--- src/rtl/inst_loader_if.sv ---
// inst_loader_if: byte-stream valid/ready handshake feeding the loader.
// master = upstream byte source, slave = loader.
interface inst_loader_if;
   logic       in_valid;
   logic [7:0] in_data;
   logic       in_ready;

   modport master (output in_valid, output in_data, input in_ready);
   modport slave  (input in_valid, input in_data, output in_ready);
endinterface

--- src/rtl/inst_loader.sv ---
// inst_loader: boot loader assembling big-endian words into imem, then releasing the core.
// Build option INST_LOADER_CKSUM_EN adds a trailing XOR checksum byte.
module inst_loader #(
   parameter int ADDR_W    = 12,
   parameter int MAX_WORDS = 4096
) (
   input  logic              clk,
   input  logic              rst_n,
   inst_loader_if.slave      s,
   output logic              imem_we,
   output logic [ADDR_W-1:0] imem_addr,
   output logic [31:0]       imem_wdata,
   output logic              core_run,
   output logic              err
);
   typedef enum logic [2:0] {
      S_HDR_HI,
      S_HDR_LO,
      S_PAYLOAD,
      S_FLUSH,
      S_CKSUM,
      S_RUN,
      S_ERROR
   } state_t;

   localparam logic [16:0] LP_MAX = 17'(MAX_WORDS);

   state_t            r_state;
   state_t            w_state_nxt;
   logic [15:0]       r_cnt;
   logic [15:0]       r_words;
   logic [1:0]        r_bcnt;
   logic [31:0]       r_word;
   logic [ADDR_W-1:0] r_addr;
   logic              r_we;
   logic              r_ready;
   logic              w_acc;
   logic              w_last;
   logic              w_bad_hdr;
   logic              w_rdy_nxt;
   logic [15:0]       w_n;
`ifdef INST_LOADER_CKSUM_EN
   logic [7:0]        r_ck;
   logic              w_ck_ok;
`endif

   assign w_acc     = s.in_valid & r_ready;
   assign w_n       = {r_cnt[15:8], s.in_data};
   assign w_bad_hdr = (w_n == 16'd0) || ({1'b0, w_n} > LP_MAX);
   assign w_last    = (r_bcnt == 2'd3) && (r_words == r_cnt - 16'd1);
`ifdef INST_LOADER_CKSUM_EN
   assign w_ck_ok   = (r_ck ^ s.in_data) == 8'h00;
`endif

   always_ff @(posedge clk or negedge rst_n) begin
      if (!rst_n) r_state <= S_HDR_HI;
      else        r_state <= w_state_nxt;
   end

   always_comb begin
      w_state_nxt = r_state;
      unique case (r_state)
         S_HDR_HI:  if (w_acc) w_state_nxt = S_HDR_LO;
         S_HDR_LO:  if (w_acc) w_state_nxt = w_bad_hdr ? S_ERROR : S_PAYLOAD;
`ifdef INST_LOADER_CKSUM_EN
         S_PAYLOAD: if (w_acc && w_last) w_state_nxt = S_CKSUM;
         S_CKSUM:   if (w_acc) w_state_nxt = w_ck_ok ? S_RUN : S_ERROR;
`else
         S_PAYLOAD: if (w_acc && w_last) w_state_nxt = S_FLUSH;
`endif
         S_FLUSH:   w_state_nxt = S_RUN;
         default:   w_state_nxt = r_state;
      endcase
   end

   // ready is registered, so it follows the state being entered
   assign w_rdy_nxt = w_state_nxt inside {S_HDR_HI, S_HDR_LO, S_PAYLOAD, S_CKSUM};

   always_ff @(posedge clk or negedge rst_n) begin
      if (!rst_n) begin
         r_ready <= 1'b0;
         r_cnt   <= '0;
         r_words <= '0;
         r_bcnt  <= '0;
         r_word  <= '0;
         r_addr  <= '0;
         r_we    <= 1'b0;
`ifdef INST_LOADER_CKSUM_EN
         r_ck    <= '0;
`endif
      end else begin
         r_ready <= w_rdy_nxt;
         r_we    <= 1'b0;
         if (r_we) r_addr <= r_addr + ADDR_W'(1);
         if (w_acc) begin
`ifdef INST_LOADER_CKSUM_EN
            r_ck <= r_ck ^ s.in_data;
`endif
            if (r_state == S_HDR_HI) r_cnt[15:8] <= s.in_data;
            if (r_state == S_HDR_LO) r_cnt[7:0]  <= s.in_data;
            if (r_state == S_PAYLOAD) begin
               r_word <= {r_word[23:0], s.in_data};
               r_bcnt <= r_bcnt + 2'd1;
               if (r_bcnt == 2'd3) begin
                  r_we    <= 1'b1;
                  r_words <= r_words + 16'd1;
               end
            end
         end
      end
   end

   assign s.in_ready = r_ready;
   assign imem_we    = r_we;
   assign imem_addr  = r_addr;
   assign imem_wdata = r_word;
   assign core_run   = (r_state == S_RUN);
   assign err        = (r_state == S_ERROR);
endmodule

--- src/flat_wrapper.sv ---
// flat-port wrapper written by rule: the top's interface ports become plain ports
module inst_loader_flat 
#(
   parameter int ADDR_W    = 12,
   parameter int MAX_WORDS = 4096
)
  (clk, rst_n, imem_we, imem_addr, imem_wdata, core_run, err, s_in_valid, s_in_data, s_in_ready);
  inst_loader_if s_i ();
  input  logic clk;
  input  logic rst_n;
  output logic imem_we;
  output logic [ADDR_W-1:0] imem_addr;
  output logic [31:0] imem_wdata;
  output logic core_run;
  output logic err;
  input wire logic [$bits(s_i.in_valid)-1:0] s_in_valid;
  input wire logic [$bits(s_i.in_data)-1:0] s_in_data;
  output wire logic [$bits(s_i.in_ready)-1:0] s_in_ready;
  assign s_i.in_valid = s_in_valid;
  assign s_i.in_data = s_in_data;
  assign s_in_ready = s_i.in_ready;
  inst_loader #(.ADDR_W(ADDR_W), .MAX_WORDS(MAX_WORDS)) u_core (.clk(clk), .rst_n(rst_n), .s(s_i), .imem_we(imem_we), .imem_addr(imem_addr), .imem_wdata(imem_wdata), .core_run(core_run), .err(err));
endmodule
--- config.mk ---
export PLATFORM = sky130hd
export DESIGN_NAME = inst_loader_flat
export DESIGN_NICKNAME = d
export VERILOG_FILES = /design/src/rtl/inst_loader_if.sv /design/src/rtl/inst_loader.sv /design/src/flat_wrapper.sv
export SDC_FILE = /design/constraint.sdc
export NUM_CORES = 1
export LEC_CHECK = 0
export CAP_MARGIN = 20
export CORE_ASPECT_RATIO = 0.75
export CORE_MARGIN = 5
export CORE_UTILIZATION = 54
export CTS_CLUSTER_DIAMETER = 30
export CTS_CLUSTER_SIZE = 25
export DETAILED_ROUTE_END_ITERATION = 7
export PLACE_DENSITY = 0.92
export RECOVER_POWER = 100
export SETUP_SLACK_MARGIN = 0.05
export SLEW_MARGIN = 20
export SYNTH_ARGS = -nofsm -noshare
export SYNTH_HDL_FRONTEND = slang
export SYNTH_SLANG_ARGS = --single-unit
--- constraint.sdc ---
create_clock -name clk -period 3.09 [get_ports clk]
set_input_delay 0.4635 -clock clk [delete_from_list [all_inputs] [get_ports clk]]
set_output_delay 0.4635 -clock clk [all_outputs]
set_load 0.01 [all_outputs]
==> results.toml <==
[logic_synthesis]
synthTopCellsByCount = "dfrtp_1, mux2_2, xnor2_1"
yosysSeqAreaShare = 0.519
netlist_area_mm2 = 0.00400
synth-edff-count = 0
syn-instance-count = 336
synth.most_common_cell = "dfrtp_1"
synth_area_leaders = "dfrtp_1, mux2_2, xnor2_1, mux2_1, xor2_1"
async_flop_share = 1.00
synth.top_cell.area_share = 0.519
synth_largest_area_cell = "dfrtp_1"
yosys_warnings = 0
synth.distinct_cells = 50
synth-seq-cells = 83
synth_ff_type = "dfrtp_1"
synth.avg_cell_area_um2 = 11.9
synth_fp_nets = 351

[pwr]
ir_drop_mv = 0.316
p_per_area_mw_per_mm2 = 412
total_leakage_power_nw = 2.50
p_total_mw = 2.01

[clock_network]
cts_tree = "done"
hold_buffers = 0
cts_post_setup_buffers_inserted = 0
clk_latency_ns = 0.36
root_buffer = "clkbuf_8"
cts_buffers = 9
cts_max_level = 3
ctsResizeCount = 0
path_clk_slew_ns = 0.09
cts_sinks = 83
clk_path_buf_depth = 2

[route]
drtIter0Drc = 179
drc_errors = 0
wl_per_cell_um = 17.3
num_vias = 2848
via_per_inst = 5.68
first_pass_iters = 4
antenna_left = 0
postRouteWirelength_um = 8660

[worst_setup_path]
crit_path_start_kind = "input port"
crit_top_cell = "nor3_1"
cp-end-kind = "flop"
rr_startpoint = "u_core.r_state[2]"
reg2reg_setup_slack_ns = 0.48
crit_type = "input port to flop"
reg2reg_depth = 6
arrival_ns = 2.91
worst_ep_required_time_ns = 3.38
worst_path_max_delay_cell = "nor3_1"
worstPathMaxFanout = 8
endpoint = "u_core.r_words[10]"
slowest_delay_ns = 0.77
rr_endpoint = "u_core.r_words[10]"
cp_cell_sequence = "clkdlybuf4s50_1 > nand3b_1 > nor3_1 > nand4_1 > or2_0 > nor3_1 > xor2_1"
startpoint = "s_in_valid"

[final_layout]
syn_to_final_growth_pct = 22.1
fin_cells = 501
layout-drive-gt1-share = 0.150
n_fill_cell = 546
final_nets = 410
antenna_cells = 0
fin_area_mm2 = 0.00489

[sta]
setup_violations = 0
whs_ns = 0.467
worst_slew_pin_slew_ns = 1.98
slew_headroom = -0.319
timing.final.crit_share = 0.849
final.setup.tns_ns = 0
finClkSkew_ns = 0.00593
fin_crit_ns = 2.62
timing.fmax_mhz = 381
hold_viol_final = 0
rsz0062_at_grt = "no"
slew_viol_final = 84

[floorplanning]
die_w_um = 109
rows = 27
core-area_mm2 = 0.00726
ioPinCount = 59
dieHeight_um = 84.6
fp.dieArea_mm2 = 0.00925
start_util = 0.551

[placed_design]
portBuffers = 58
dp.cells = 485
placed_area_mm2 = 0.00468
gp_congestion = 0.893
dp_hpwl_um = 6370

[grt]
grt_max_degree = 84
grt_pass1_wl_um = 15000
antenna_found_initial = 0
overflow = 0
first_global_vias = 2953
grtUsageTotal = 0.207

[outcome]
run_status = "finished, violations left"
violations = "capacitance limit, slew limit"

[worst_hold_path]
hold_class = "flop to flop"
min_path_cells = 1

[job]
drv_cap = 1
worst max-delay path: cells and delay by family:
family / cells / cell delay [ns]
XOR/XNOR: 1 / 0.16
AND/OR/NAND/NOR: 5 / 1.81
buffers and inverters: 1 / 0.47
placed cells by master, fill, tap and decap left out, types with 2 or more instances in the layout:
cell type	synthesis	routed
dfrtp_1	83	83
dlygate4sd3_1	0	48
mux2_2	34	34
xnor2_1	29	29
nor2_1	18	17
xor2_1	17	17
mux2_1	17	17
nor3_1	14	16
nand2_1	15	15
inv_1	9	9
nand3_1	9	9
clkbuf_8	0	9
clkdlybuf4s50_1	0	9
nand4_1	7	7
or4_1	4	5
a21oi_1	5	5
or3_1	5	5
and3_1	5	5
o21ai_0	4	4
and4_1	4	4
ha_1	4	4
nor3b_1	3	3
buf_4	1	3
a211o_1	2	2
nor4_1	2	2
o211ai_1	2	2
nand4b_1	2	2
a311oi_1	2	2
o21a_1	2	2
bufinv_16	0	2
inv_6	0	2
clkbuf_2	0	2
per-stage QoR:
stage,utilization,setup slack [ns]
after global routing,0.673,0.228
after floorplan,-,0.848
final,0.673,0.467
after detailed placement,0.644,0.523
after CTS,0.677,0.539
after global placement,0.644,0.619
cells by family after synthesis:
logic type / count (synthesis) / synth area share
xor gates and xnor gates: 46 / 0.101
adders and majority gates: 4 / 0.0125
DFF: 83 / 0.519
and+or+nand+nor: 99 / 0.144
buffers and inverters: 25 / 0.0269
AOI/OAI and AO/OA: 27 / 0.0503
muxes: 52 / 0.146
how the worst min path moves through the flow:
stage	startpoint	slack [ns]	endpoint
after floorplan	rst_n	0.17	u_core.imem_addr[0]
after global placement	u_core.imem_addr[11]	0.46	u_core.imem_addr[11]
after detailed placement	u_core.imem_addr[11]	0.46	u_core.imem_addr[11]
after CTS	rst_n	0.31	u_core.r_words[3]
after global routing	u_core.r_bcnt[0]	0.49	u_core.r_bcnt[0]
final	u_core.imem_addr[11]	0.47	u_core.imem_addr[11]
report_power, final:
part / internal, mW / switching, mW
combinational: 0.0111 / 0.0269
clock: 0.469 / 0.421
sequential: 1.09 / 0
total: 1.56 / 0.448
metal layers:
metal  part of all wire  routed length, um  global-route usage
met4              0.015                134              0.0747
met2               0.48               4190               0.315
met1               0.43               3710               0.284
met5                  0                  0                   0
met3              0.072                625              0.0569
sequential cells by signal, indices dropped and copies added, names as in the netlist:
signal and cells:
u_core.imem_wdata 32, u_core.r_cnt 16, u_core.r_words 16, u_core.imem_addr 12, u_core.r_state 3, u_core.r_bcnt 2
u_core.imem_we 1, u_core.s.in_ready 1
layout make-up:
cell class	instances	area [um2]	share of cell area
clock inverters	7	110	0.0225
multi-input cells	228	1800	0.369
clock buffers	9	124	0.0254
repair buffers	63	607	0.124
inverters	10	37.5	0.00768
well taps	101	126	0.0259
flip-flops and latches	83	2080	0.425
Power figures use the tool's default switching activity.
==> RTL edit 1: new RTL, config.mk and constraints unchanged <==
`ADDR_W` is set to 12 in 2 places; all go to 13.
--- a/src/rtl/inst_loader.sv
+++ b/src/rtl/inst_loader.sv
@@ -1,7 +1,7 @@
 // inst_loader: boot loader assembling big-endian words into imem, then releasing the core.
 // Build option INST_LOADER_CKSUM_EN adds a trailing XOR checksum byte.
 module inst_loader #(
-   parameter int ADDR_W    = 12,
+   parameter int ADDR_W    = 13,
    parameter int MAX_WORDS = 4096
 ) (
    input  logic              clk,
--- a/src/flat_wrapper.sv
+++ b/src/flat_wrapper.sv
@@ -1,7 +1,7 @@
 // flat-port wrapper written by rule: the top's interface ports become plain ports
 module inst_loader_flat 
 #(
-   parameter int ADDR_W    = 12,
+   parameter int ADDR_W    = 13,
    parameter int MAX_WORDS = 4096
 )
   (clk, rst_n, imem_we, imem_addr, imem_wdata, core_run, err, s_in_valid, s_in_data, s_in_ready);
Ports: changed (resized imem_addr); port bits go from 59 to 60. No check against the original RTL was run, so the function may have changed too.
==> RTL edit 1 against the original RTL <==
  * The flow still finishes with violations (max-capacitance violations, max-slew violations)
  * Critical endpoint is now u_core.s.in_ready$_DFF_PN0_
  * Setup slack better by 17 ps
  * Via count decreased by 9.7%
  * Count of clock-buffer cells in the layout is the same
  * Core utilization increased by 1.0 points
  * Sequential cell count is 1 higher
  * Synthesized area down 2.1%
  * Global-route usage decreased by 1.8 points
  * Routed wire length fell by 8.0%
  * Cell area is 3.1% lower
  * Clock skew grew 5.1 ps
Power is not compared: it rests on default switching activity, and its combinational part moved more than twofold at a synthesized area within 25%.
==> RTL edit 1: results (changes against the original RTL) <==
- Fin Hold WS: 467 ps (about the same)
- Nets: 384 (was 410)
- Final Cell Area: 4730 um^2 (was 4890 um^2)
- First-pass GRT wire length: 13.5 mm (was 15.0 mm)
- Met1 global-route usage: 24.6% (was 28.4%)
- # Taps: 98 (was 101)
- GR Util met3: 6.26% (was 5.69%)
- Met1 Routed Length: 3.55 mm (was 3.71 mm)
- Non-CTS buffers: 61 (was 63)
- CP max stage delay: 750 ps (was 770 ps)
- Commonest cells in the netlist: 84 x dfrtp_1, 47 x mux2_2, 35 x xnor2_1 (was 83 x dfrtp_1, 34 x mux2_2, 29 x xnor2_1)
- Data arrival, critical path: 2860 ps (was 2910 ps)
- #MultiIn Comb: 208 (was 228)
- Library cells used by synthesis: 43 (was 50)
- Initial DRC count: 117 (was 179)
- Layout non-clock buf frac: 12.6% (was 12.4%)
- RePlAce Congestion: 0.858 (was 0.893)
- Max Fanout on Critical Path: 5 (was 8)
- Met2 WL: 3.86 mm (was 4.19 mm)
- Slew Limit Fails: 85 (was 84)
- Vias: 2572 (was 2848)
- Max_cap viols: 1 (unchanged)
- Placed inst area: 4590 um^2 (was 4680 um^2)
- Syn avg cell area: 12.8 um^2 (was 11.9 um^2)
- Synth top area cells: dfrtp_1 54%, mux2_2 14%, xnor2_1 7.8% (was dfrtp_1 52%, mux2_2 9.6%, xnor2_1 6.3%)
- Outcome: finished with violations (unchanged)
- Final period utilization: 84.4% (was 84.9%)
- Failing checks: max-capacitance violations, max-slew violations (unchanged)
- Fin cells: 470 (was 501)
[RTL edit 1: changes by cell type in the layout (fill, tap and decap cells not counted), sizes merged, moves of 4 or more]
| cell | change |
|---|---|
| nor3 | -8 |
| inv | -7 |
| nand4 | +6 |
| or4 | -6 |
| xnor2 | +6 |
| nor2 | -5 |
| a21oi | -4 |
| and4 | -4 |
| nor4 | +4 |
| or3 | -4 |
[RTL edit 1: critical path, delay by kind of cell, from the launching register on]
kind | cells | cell delay, ps
AOI/OAI and AO/OA | 2 | 440
xor gates and xnor gates | 1 | 90
adders and majority gates | 1 | 180
buffers and inverters | 1 | 80
DFF | 1 | 450
and+or+nand+nor | 3 | 1280
[RTL edit 1: kinds of logic (layout without fill, tap and decap cells)]
kind of cell    count (synthesis)  count (layout)  share of synthesized area [%]
compound gates                 12              12                           2.04
xor+xnor                       55              55                           12.3
fa+ha+maj                       4               4                           1.28
buf+inv                        15              80                           1.92
flops                          84              84                           53.7
mux                            53              53                           15.2
simple gates                   84              84                           13.6
[RTL edit 1: worst paths after layout]
| check | start | endpoint | depth (start not counted) |
|---|---|---|---|
| worst max-delay path | u_core.r_cnt[0]$_DFFE_PN0P_ | u_core.s.in_ready$_DFF_PN0_ | 8 |
| worst min-delay path | u_core.imem_addr[12]$_DFFE_PN0P_ | u_core.imem_addr[12]$_DFFE_PN0P_ | 1 |
| worst max register to register | u_core.r_cnt[0]$_DFFE_PN0P_ | u_core.s.in_ready$_DFF_PN0_ | 8 |
| worst min register to register | u_core.imem_addr[12]$_DFFE_PN0P_ | u_core.imem_addr[12]$_DFFE_PN0P_ | 1 |
| max in group asynchronous | rst_n | u_core.r_words[11]$_DFFE_PN0P_ | 1 |
| min in group asynchronous | rst_n | u_core.imem_addr[10]$_DFFE_PN0P_ | 1 |
==> RTL edit 2: new RTL, same settings <==
Without the edit above. Reset style: synchronous (`rst_n`), changed in 2 clocked blocks.
--- a/src/rtl/inst_loader.sv
+++ b/src/rtl/inst_loader.sv
@@ -52,7 +52,7 @@
    assign w_ck_ok   = (r_ck ^ s.in_data) == 8'h00;
 `endif
 
-   always_ff @(posedge clk or negedge rst_n) begin
+   always_ff @(posedge clk) begin
       if (!rst_n) r_state <= S_HDR_HI;
       else        r_state <= w_state_nxt;
    end
@@ -76,7 +76,7 @@
    // ready is registered, so it follows the state being entered
    assign w_rdy_nxt = w_state_nxt inside {S_HDR_HI, S_HDR_LO, S_PAYLOAD, S_CKSUM};
 
-   always_ff @(posedge clk or negedge rst_n) begin
+   always_ff @(posedge clk) begin
       if (!rst_n) begin
          r_ready <= 1'b0;
          r_cnt   <= '0;
Check against the original RTL: differs if rst_n is asserted again (counterexample within 4 cycles, from zero or initial values and one cycle with rst_n low); with rst_n held inactive, the same outputs for 10 cycles.
==> RTL edit 2 against the original RTL <==
  * The run still ends with max-capacitance violations, max-slew violations left
  * Maximum frequency increased by 0.76%
  * Setup slack improved by 20 ps
  * First-iteration DRC count increased by 70%
  * Core utilization decreased by 1.2 points
  * Routed wire length increased by 10%
  * Non-clock buffer count increased by 1
  * Cell area decreased by 1.8%
  * Synthesized area decreased by 0.56%
  * Sequential cell count unchanged
  * Count of clock-buffer cells in the layout increased by 2
  * Synthesized cell count increased by 39%
Power is not compared: it rests on default switching activity, and its combinational part moved more than twofold at a synthesized area within 25%.
==> RTL edit 2: results (changes against the original RTL) <==
- Clock latency on the worst-skew pair: 360 ps (about the same)
- Pin count of the biggest net entering global routing: 55 (was 84)
- Placed inst area: 4600 um^2 (was 4680 um^2)
- End point of the critical path: core_run (was u_core.r_words[10]$_DFFE_PN0P_)
- Post-DP HPWL: 6.58 mm (was 6.37 mm)
- Fin cells: 619 (was 501)
- Worst hold path endpoint: u_core.imem_wdata[26]$_SDFFE_PN0P_ (was u_core.imem_addr[11]$_DFFE_PN0P_)
- Synth top area cells: dfxtp_1 42%, nand2_1 8.4%, a21boi_0 6.6% (was dfrtp_1 52%, mux2_2 9.6%, xnor2_1 6.3%)
- Initial DRC count: 304 (was 179)
- Launch point of the worst path: u_core.r_state[0]$_SDFF_PN0_ (was s_in_valid)
- Gate Count Post-Synth: 466 (was 336)
- Post-Synth Adder-Cell Area: 1.26% (was 1.25%)
- Met2 track demand over resource: 36.2% (was 31.5%)
- Post-synth net total: 481 (was 351)
- First-pass DRT Iterations: 6 (was 4)
- Fin Hold WS: 465 ps (was 467 ps)
- Met2 WL: 4.59 mm (was 4.19 mm)
- Synth Area in XOR/XNOR: 8.14% (was 10.1%)
- Nets: 528 (was 410)
- Multiplexer share of the synthesized area: 2.52% (was 14.6%)
- Max Fanout on Critical Path: 15 (was 8)
- Outcome: finished with violations (unchanged)
- Data arrival, critical path: 2140 ps (was 2910 ps)
- Slew Limit Fails: 55 (was 84)
- Commonest cells in the netlist: 89 x nand2_1, 83 x dfxtp_1, 35 x a21boi_0 (was 83 x dfrtp_1, 34 x mux2_2, 29 x xnor2_1)
- Top_reg_cell synth: dfxtp_1 (was dfrtp_1)
- Met1 global-route usage: 29.2% (was 28.4%)
- FFs w/ async S/R, synth: 0% (was 100%)
- Library cells used by synthesis: 49 (was 50)
- Complex-gate fraction of the synthesized area: 15.4% (was 5.03%)
- Worst r2r dst: u_core.r_state[0]$_SDFF_PN0_ (was u_core.r_words[10]$_DFFE_PN0P_)
- Max_cap viols: 1 (unchanged)
- Share of cells above drive strength 1: 5.21% (was 15.0%)
- Hold path startpoint: u_core.imem_wdata[26]$_SDFFE_PN0P_ (was u_core.imem_addr[11]$_DFFE_PN0P_)
- Via/cell ratio: 5.67 (was 5.68)
- Failing checks: max-capacitance violations, max-slew violations (unchanged)
- First-pass GRT wire length: 16.5 mm (was 15.0 mm)
- Worst-Margin Slew: 1860 ps (was 1980 ps)
- RePlAce Congestion: 0.906 (was 0.893)
- Pre-CTS WS: 675 ps (was 523 ps)
- Routed wire length: 9.52 mm (was 8.66 mm)
- Met1 Routed Length: 4.15 mm (was 3.71 mm)
- CTS root buf: clkbuf_8 (unchanged)
- Hold depth: 2 (was 1)
- Fmax: 0.384 GHz (was 0.381 GHz)
- Clock skew: 7.66 ps (was 5.93 ps)
- FF-to-FF Start: u_core.r_cnt[0]$_SDFFE_PN0P_ (was u_core.r_state[2]$_DFF_PN0_)
- Vias in the first global route: 3405 (was 2953)
- Worst r2r path cells: 8 (was 6)
- Placed insts: 603 (was 485)
[RTL edit 2: cell count changes after synthesis, moves of 12 or more]
cell      change
clkbuf_1     +12
dfrtp_1      -83
a21boi_1     +15
a21boi_0     +35
dfxtp_1      +83
nand2_1      +74
mux2_2       -34
and2_1       +23
mux2_1       -17
[RTL edit 2: layout make-up]
| cell class | count | area [um^2] |
|---|---|---|
| Tap cell | 101 | 126 |
| Clock buffer | 11 | 151 |
| Timing Repair Buffer | 64 | 611 |
| Multi-Input combinational cell | 346 | 2160 |
| Inverter | 9 | 33.8 |
| Fill cell | 572 | 2460 |
| Clock inverter | 5 | 60.1 |
| Sequential cell | 83 | 1660 |
[RTL edit 2: worst max-delay path, stage by stage (launching register included)]
cell and delay [ps]:
dfxtp_1 650, inv_1 220, nor3b_1 260, dlygate4sd3_1 650
[RTL edit 2: report_power, final]
group	switching (mW)	total [mW]	internal, mW
Clock	0.403	0.823	0.420
Combinational	0.0780	0.151	0.0726
Sequential	0.0207	1.10	1.08
Total	0.502	2.07	1.57
